==> config.mk <==
export PLATFORM = sky130hd
export DESIGN_NAME = mmio_ctrl
export DESIGN_NICKNAME = d
export VERILOG_FILES = /design/src/rtl/mmio_pkg.sv /design/src/rtl/mmio_sync2.sv /design/src/rtl/mmio_ctrl.sv
export SDC_FILE = /design/constraint.sdc
export NUM_CORES = 1
export LEC_CHECK = 0
export CAP_MARGIN = 0
export CORE_ASPECT_RATIO = 1.4
export CORE_MARGIN = 4
export CORE_UTILIZATION = 35
export CTS_BUF_LIST = sky130_fd_sc_hd__clkbuf_4 sky130_fd_sc_hd__clkbuf_8 sky130_fd_sc_hd__clkbuf_16
export DETAILED_ROUTE_END_ITERATION = 10
export PLACE_DENSITY = 0.74
export SYNTH_ARGS = -nofsm -noshare
export SYNTH_HDL_FRONTEND = slang
export SYNTH_HIERARCHICAL = 1
export SYNTH_SLANG_ARGS = --single-unit
==> constraint.sdc <==
create_clock -name clk -period 2.57 [get_ports clk]
set_input_delay 0.514 -clock clk [delete_from_list [all_inputs] [get_ports clk]]
set_output_delay 0.514 -clock clk [all_outputs]
set_load 0.01 [all_outputs]
==> src/rtl/mmio_pkg.sv <==
// Shared types and address map for the mmio_ctrl memory-mapped I/O block.
package mmio_pkg;

    typedef enum logic [1:0] {
        M_NOP   = 2'b00,
        M_READ  = 2'b10,
        M_WRITE = 2'b01
    } mem_cmd_e;

    typedef enum logic [2:0] {
        R_RAM,
        R_LED,
        R_SW,
        R_HEX,
        R_NONE
    } region_e;

    localparam logic [8:0] LED_ADDR = 9'h100;
    localparam logic [8:0] SW_ADDR  = 9'h140;
    localparam logic [8:0] HEX_ADDR = 9'h180;

endpackage

==> src/rtl/mmio_sync2.sv <==
// Two-flop synchronizer for asynchronous level inputs; both stages reset to 0.
module sync2 #(
    parameter int WIDTH = 8
) (
    input  logic             clk,
    input  logic             reset,
    input  logic [WIDTH-1:0] d,
    output logic [WIDTH-1:0] q
);

    logic [WIDTH-1:0] meta;

    // NOTE: sequential state uses non-blocking assignments so both stages sample the old values on the same edge.
    always_ff @(posedge clk) begin
        if (reset) begin
            meta <= '0;
            q    <= '0;
        end else begin
            meta <= d;
            q    <= meta;
        end
    end

endmodule

==> src/rtl/mmio_ctrl.sv <==
// CPU-side MMIO decoder: RAM window, LED register, synchronized switch port, sticky error flag.
// Optional 16-bit hex display register at 0x180 enabled by defining MMIO_HEX_EN.
module mmio_ctrl
    import mmio_pkg::*;
(
    input  logic        clk,
    input  logic        reset,
    input  logic [1:0]  mem_cmd,
    input  logic [8:0]  mem_addr,
    input  logic [15:0] wr_data,
    input  logic [15:0] ram_rdata,
    input  logic [7:0]  sw,
    output logic        ram_write,
    output logic [7:0]  ram_addr,
    output logic [15:0] ram_wdata,
    output logic [15:0] rd_data,
    output logic        rd_valid,
    output logic [7:0]  led,
    output logic        err
`ifdef MMIO_HEX_EN
    ,
    output logic [15:0] hex
`endif
);

    logic [7:0]  sw_sync;
    region_e     region;
    logic        is_read;
    logic        is_write;
    logic        bad_access;
    logic [15:0] read_mux;

    sync2 #(.WIDTH(8)) u_sw_sync (
        .clk   (clk),
        .reset (reset),
        .d     (sw),
        .q     (sw_sync)
    );

    assign ram_addr  = mem_addr[7:0];
    assign ram_wdata = wr_data;
    assign is_read   = (mem_cmd == M_READ);
    assign is_write  = (mem_cmd == M_WRITE);
    // The RAM commits on the falling edge, so the enable must already be qualified by reset.
    assign ram_write = !reset && is_write && (region == R_RAM);

    // NOTE: every combinational output gets a default first, so no path leaves it unassigned and no latch is inferred.
    always_comb begin
        region     = R_NONE;
        read_mux   = 16'h0000;
        bad_access = 1'b0;

        if (!mem_addr[8])
            region = R_RAM;
        else if (mem_addr == LED_ADDR)
            region = R_LED;
        else if (mem_addr == SW_ADDR)
            region = R_SW;
`ifdef MMIO_HEX_EN
        else if (mem_addr == HEX_ADDR)
            region = R_HEX;
`endif

        case (region)
            R_RAM:   read_mux = ram_rdata;
            R_SW:    read_mux = {8'h00, sw_sync};
`ifdef MMIO_HEX_EN
            R_HEX:   read_mux = hex;
`endif
            default: read_mux = 16'h0000;
        endcase

        if (mem_cmd == 2'b11)
            bad_access = 1'b1;
        else if (is_read && (region == R_LED || region == R_NONE))
            bad_access = 1'b1;
        else if (is_write && (region == R_SW || region == R_NONE))
            bad_access = 1'b1;
    end

    always_ff @(posedge clk) begin
        if (reset) begin
            led      <= 8'h00;
            rd_data  <= 16'h0000;
            rd_valid <= 1'b0;
            err      <= 1'b0;
        end else begin
            rd_valid <= is_read;
            if (is_read)
                rd_data <= read_mux;
            if (is_write && region == R_LED)
                led <= wr_data[7:0];
            if (bad_access)
                err <= 1'b1;
        end
    end

`ifdef MMIO_HEX_EN
    always_ff @(posedge clk) begin
        if (reset)
            hex <= 16'h0000;
        else if (is_write && region == R_HEX)
            hex <= wr_data;
    end
`endif

endmodule
==> metrics.md <==
| Metric | Value |
|---|---|
| Outcome | finished clean |
| Post-synth ARST share | 0% |
| Top post-synthesis cells by area | dfxtp_1 (46%), buf_4 (10%), nand2b_1 (8.5%) |
| Die area | 6510 um2 |
| Leakage power | 0.992 nW |
| Most common cell in the netlist | dfxtp_1 |
| RSZ-0062 raised after global routing | false |
| Worst Skew | 0.00537 ns |
| Worst-case reg-to-reg path depth | 2 |
| P&R area growth vs syn | 49.4% |
| Mean post-synth cell area | 9.75 um2 |
| FF+latch count, synth | 42 |
| Clock Latency Late Sink | 0.29 ns |
| Final min period | 2.33 ns |
| Fmax | 430 MHz |
| Max Cap Viol | 0 |
| Synth warn | 6 |
| Vias in the first global route | 1350 |
| Htree depth | 2 |
| ANT nets after route | 0 |
| Hold buffers post-CTS | 0 |
| Largest net degree at the start of global routing | 51 |
| Number of CTS-inserted buffers | 5 |
| Top_reg_cell synth | dfxtp_1 |
| Finished Layout Cells | 323 |
| Endpoints failing hold | 0 |
| WL/cell | 12.6 um |
| Core area | 5160 um2 |
| Critical path capture point | ram_write |
| Total wire length | 4.06 mm |
| Total track usage | 12.5% |
| Worst EP arrival | 1.81 ns |
| Pwr Total | 1.53 mW |
| Worst r2r dst | rd_data[7] |
| Clock Tree Buf Depth | 2 |
| Residual DRC | 0 |
| Worst vdd ir | 357 uV |
| CTS tree | done |
| Fin crit share | 90.6% |
| Type of origin of the critical path | input port |
| Cell Rows | 31 |
| Data required, critical path | 2.06 ns |
| Post-CTS setup buffer count | 0 |
| Post-cts sizing count | 0 |
| CP endpoint kind | primary output |
| Dpl hpwl | 2.97 mm |
| Post-synthesis cell count | 189 |
| Critical path class | input port to primary output |
| Setup_tns | 0 ns |
| Syn_nets | 242 |
| Total clock sinks | 42 |
| Hold Crit Class | register to register |
| Power density cells | 554 nW/um2 |
| Reg2Reg Launch Point | u_sw_sync/q[7] |
| Worst rel slew slack | 68.2% |
| Drt pass-1 iters | 4 |
| Total gr overflow | 0 |
| Antenna diodes | 0 |
| Nets@finish | 309 |
| Clk slew on worst S/H paths | 0.08 ns |
| Starting Density | 35.7% |
| Area leader, netlist | dfxtp_1 |
| EDFF count, synth | 0 |
| DR vias | 1466 |
| Height of the die | 93.9 um |
| Sequential element share of the synthesized area | 45.6% |
| Initial antenna violation count | 0 |
| CP Max Fanout | 2 |
| Port Buffers | 87 |
| First-pass GRT wire length | 6.30 mm |
| Root Buffer Master | clkbuf_8 |
| DRT iter0 DRCs | 51 |
| Proportion of layout cells with a drive suffix above 1 | 13.6% |
| R2r setup slk | 1.84 ns |
| Final setup vio count | 0 |
| Via/cell ratio | 4.54 |
| Worst-Margin Slew | 0.477 ns |
| Max-slew violation count | 0 |
| Die W | 69.3 um |
| Distinct cell type count after synthesis | 27 |
| Cells after DPL | 315 |
| Syn Std Cell Area | 1840 um2 |
| Ports | 104 |
| Crit path from | mem_addr[8] |
| GP Congestion | 0.714 |
| Post-synth top cells | dfxtp_1 (42), buf_4 (25), nand2b_1 (25) |
| Synth top area share | 45.6% |
## layer usage
layer / global-route usage (%) / routed length (um) / up-vias
met4: 6.51 / 46 / 0
li1: - / - / 754
met5: 0 / 0 / -
met2: 21.4 / 2110 / 45
met3: 4.60 / 242 / 4
met1: 13.3 / 1670 / 663
## flip-flops by register name (all words and copies together) (netlist names)
| register | cells |
|---|---|
| rd_data | 16 |
| led | 8 |
| u_sw_sync/meta | 8 |
| u_sw_sync/q | 8 |
| err | 1 |
| rd_valid | 1 |
## kinds of logic after synthesis
family | Yosys count | share of synthesized area [%]
AOI/OAI and AO/OA | 21 | 7.67
DFF | 42 | 45.6
and+or+nand+nor | 81 | 28.9
muxes | 8 | 4.35
buffers and inverters | 37 | 13.5
## final cells by class
cell class / instances / area [um2]
fillers: 477 / 2400
repair buffers: 96 / 933
flip-flops and latches: 42 / 841
multi-input cells: 110 / 756
well taps: 66 / 82.6
clock buffers: 5 / 68.8
clock inverters: 3 / 68.8
inverters: 1 / 3.75
## power by group
group          leakage, nW  internal [mW]  switching, mW
Combinational        0.579          0.141         0.0833
Sequential           0.344          0.675        0.00828
Clock               0.0683          0.389          0.229
## worst max-delay path, stage by stage
cell and delay (ns):
clkdlybuf4s50_1 0.42, nor4b_1 0.29, clkdlybuf4s50_1 0.59
## placed cells by master, fill, tap and decap left out
cell | Yosys | routed
a21o_2 | 1 | 1
a21oi_1 | 8 | 8
a311oi_1 | 8 | 8
a31oi_1 | 2 | 2
and2_1 | 1 | 1
and2b_2 | 6 | 6
and3_1 | 1 | 1
buf_2 | 1 | 1
buf_4 | 25 | 9
bufinv_16 | 0 | 2
clkbuf_8 | 0 | 5
clkdlybuf4s50_1 | 0 | 86
clkinv_4 | 0 | 1
dfxtp_1 | 42 | 42
inv_1 | 1 | 1
mux2i_1 | 8 | 8
nand2_1 | 8 | 8
nand2b_1 | 25 | 25
nand3b_1 | 8 | 8
nand4_1 | 8 | 8
nor2_1 | 9 | 9
nor2b_1 | 4 | 3
nor2b_2 | 7 | 8
nor3_2 | 1 | 1
nor4_4 | 1 | 1
nor4b_1 | 1 | 1
nor4bb_1 | 1 | 1
o21ai_0 | 2 | 2
## per-stage QoR
| step | hold WS (ns) | cell area (um2) | utilization [%] | setup WS, ns |
|---|---|---|---|---|
| finish | 0.444 | 2750 | 53.4 | 0.242 |
| global route | 0.454 | 2750 | 53.4 | 0.185 |
| CTS | 0.451 | 2750 | 53.4 | 0.236 |
| detailed placement | 0.421 | 2620 | 50.7 | 0.236 |
| global placement | 0.421 | 2620 | 50.7 | 0.257 |
| floorplan | 0.414 | 1840 | - | 0.745 |
## worst min-delay path by stage
stage                            from        endpoint  slack [ns]  depth (start not counted)
floorplan           u_sw_sync/meta[3]  u_sw_sync/q[3]        0.41                          1
global placement    u_sw_sync/meta[4]  u_sw_sync/q[4]        0.42                          1
detailed placement  u_sw_sync/meta[0]  u_sw_sync/q[0]        0.42                          1
CTS                 u_sw_sync/meta[2]  u_sw_sync/q[2]        0.45                          1
global route        u_sw_sync/meta[2]  u_sw_sync/q[2]        0.45                          1
finish              u_sw_sync/meta[3]  u_sw_sync/q[3]        0.44                          1
No activity file was read; power rests on OpenSTA's default activity.
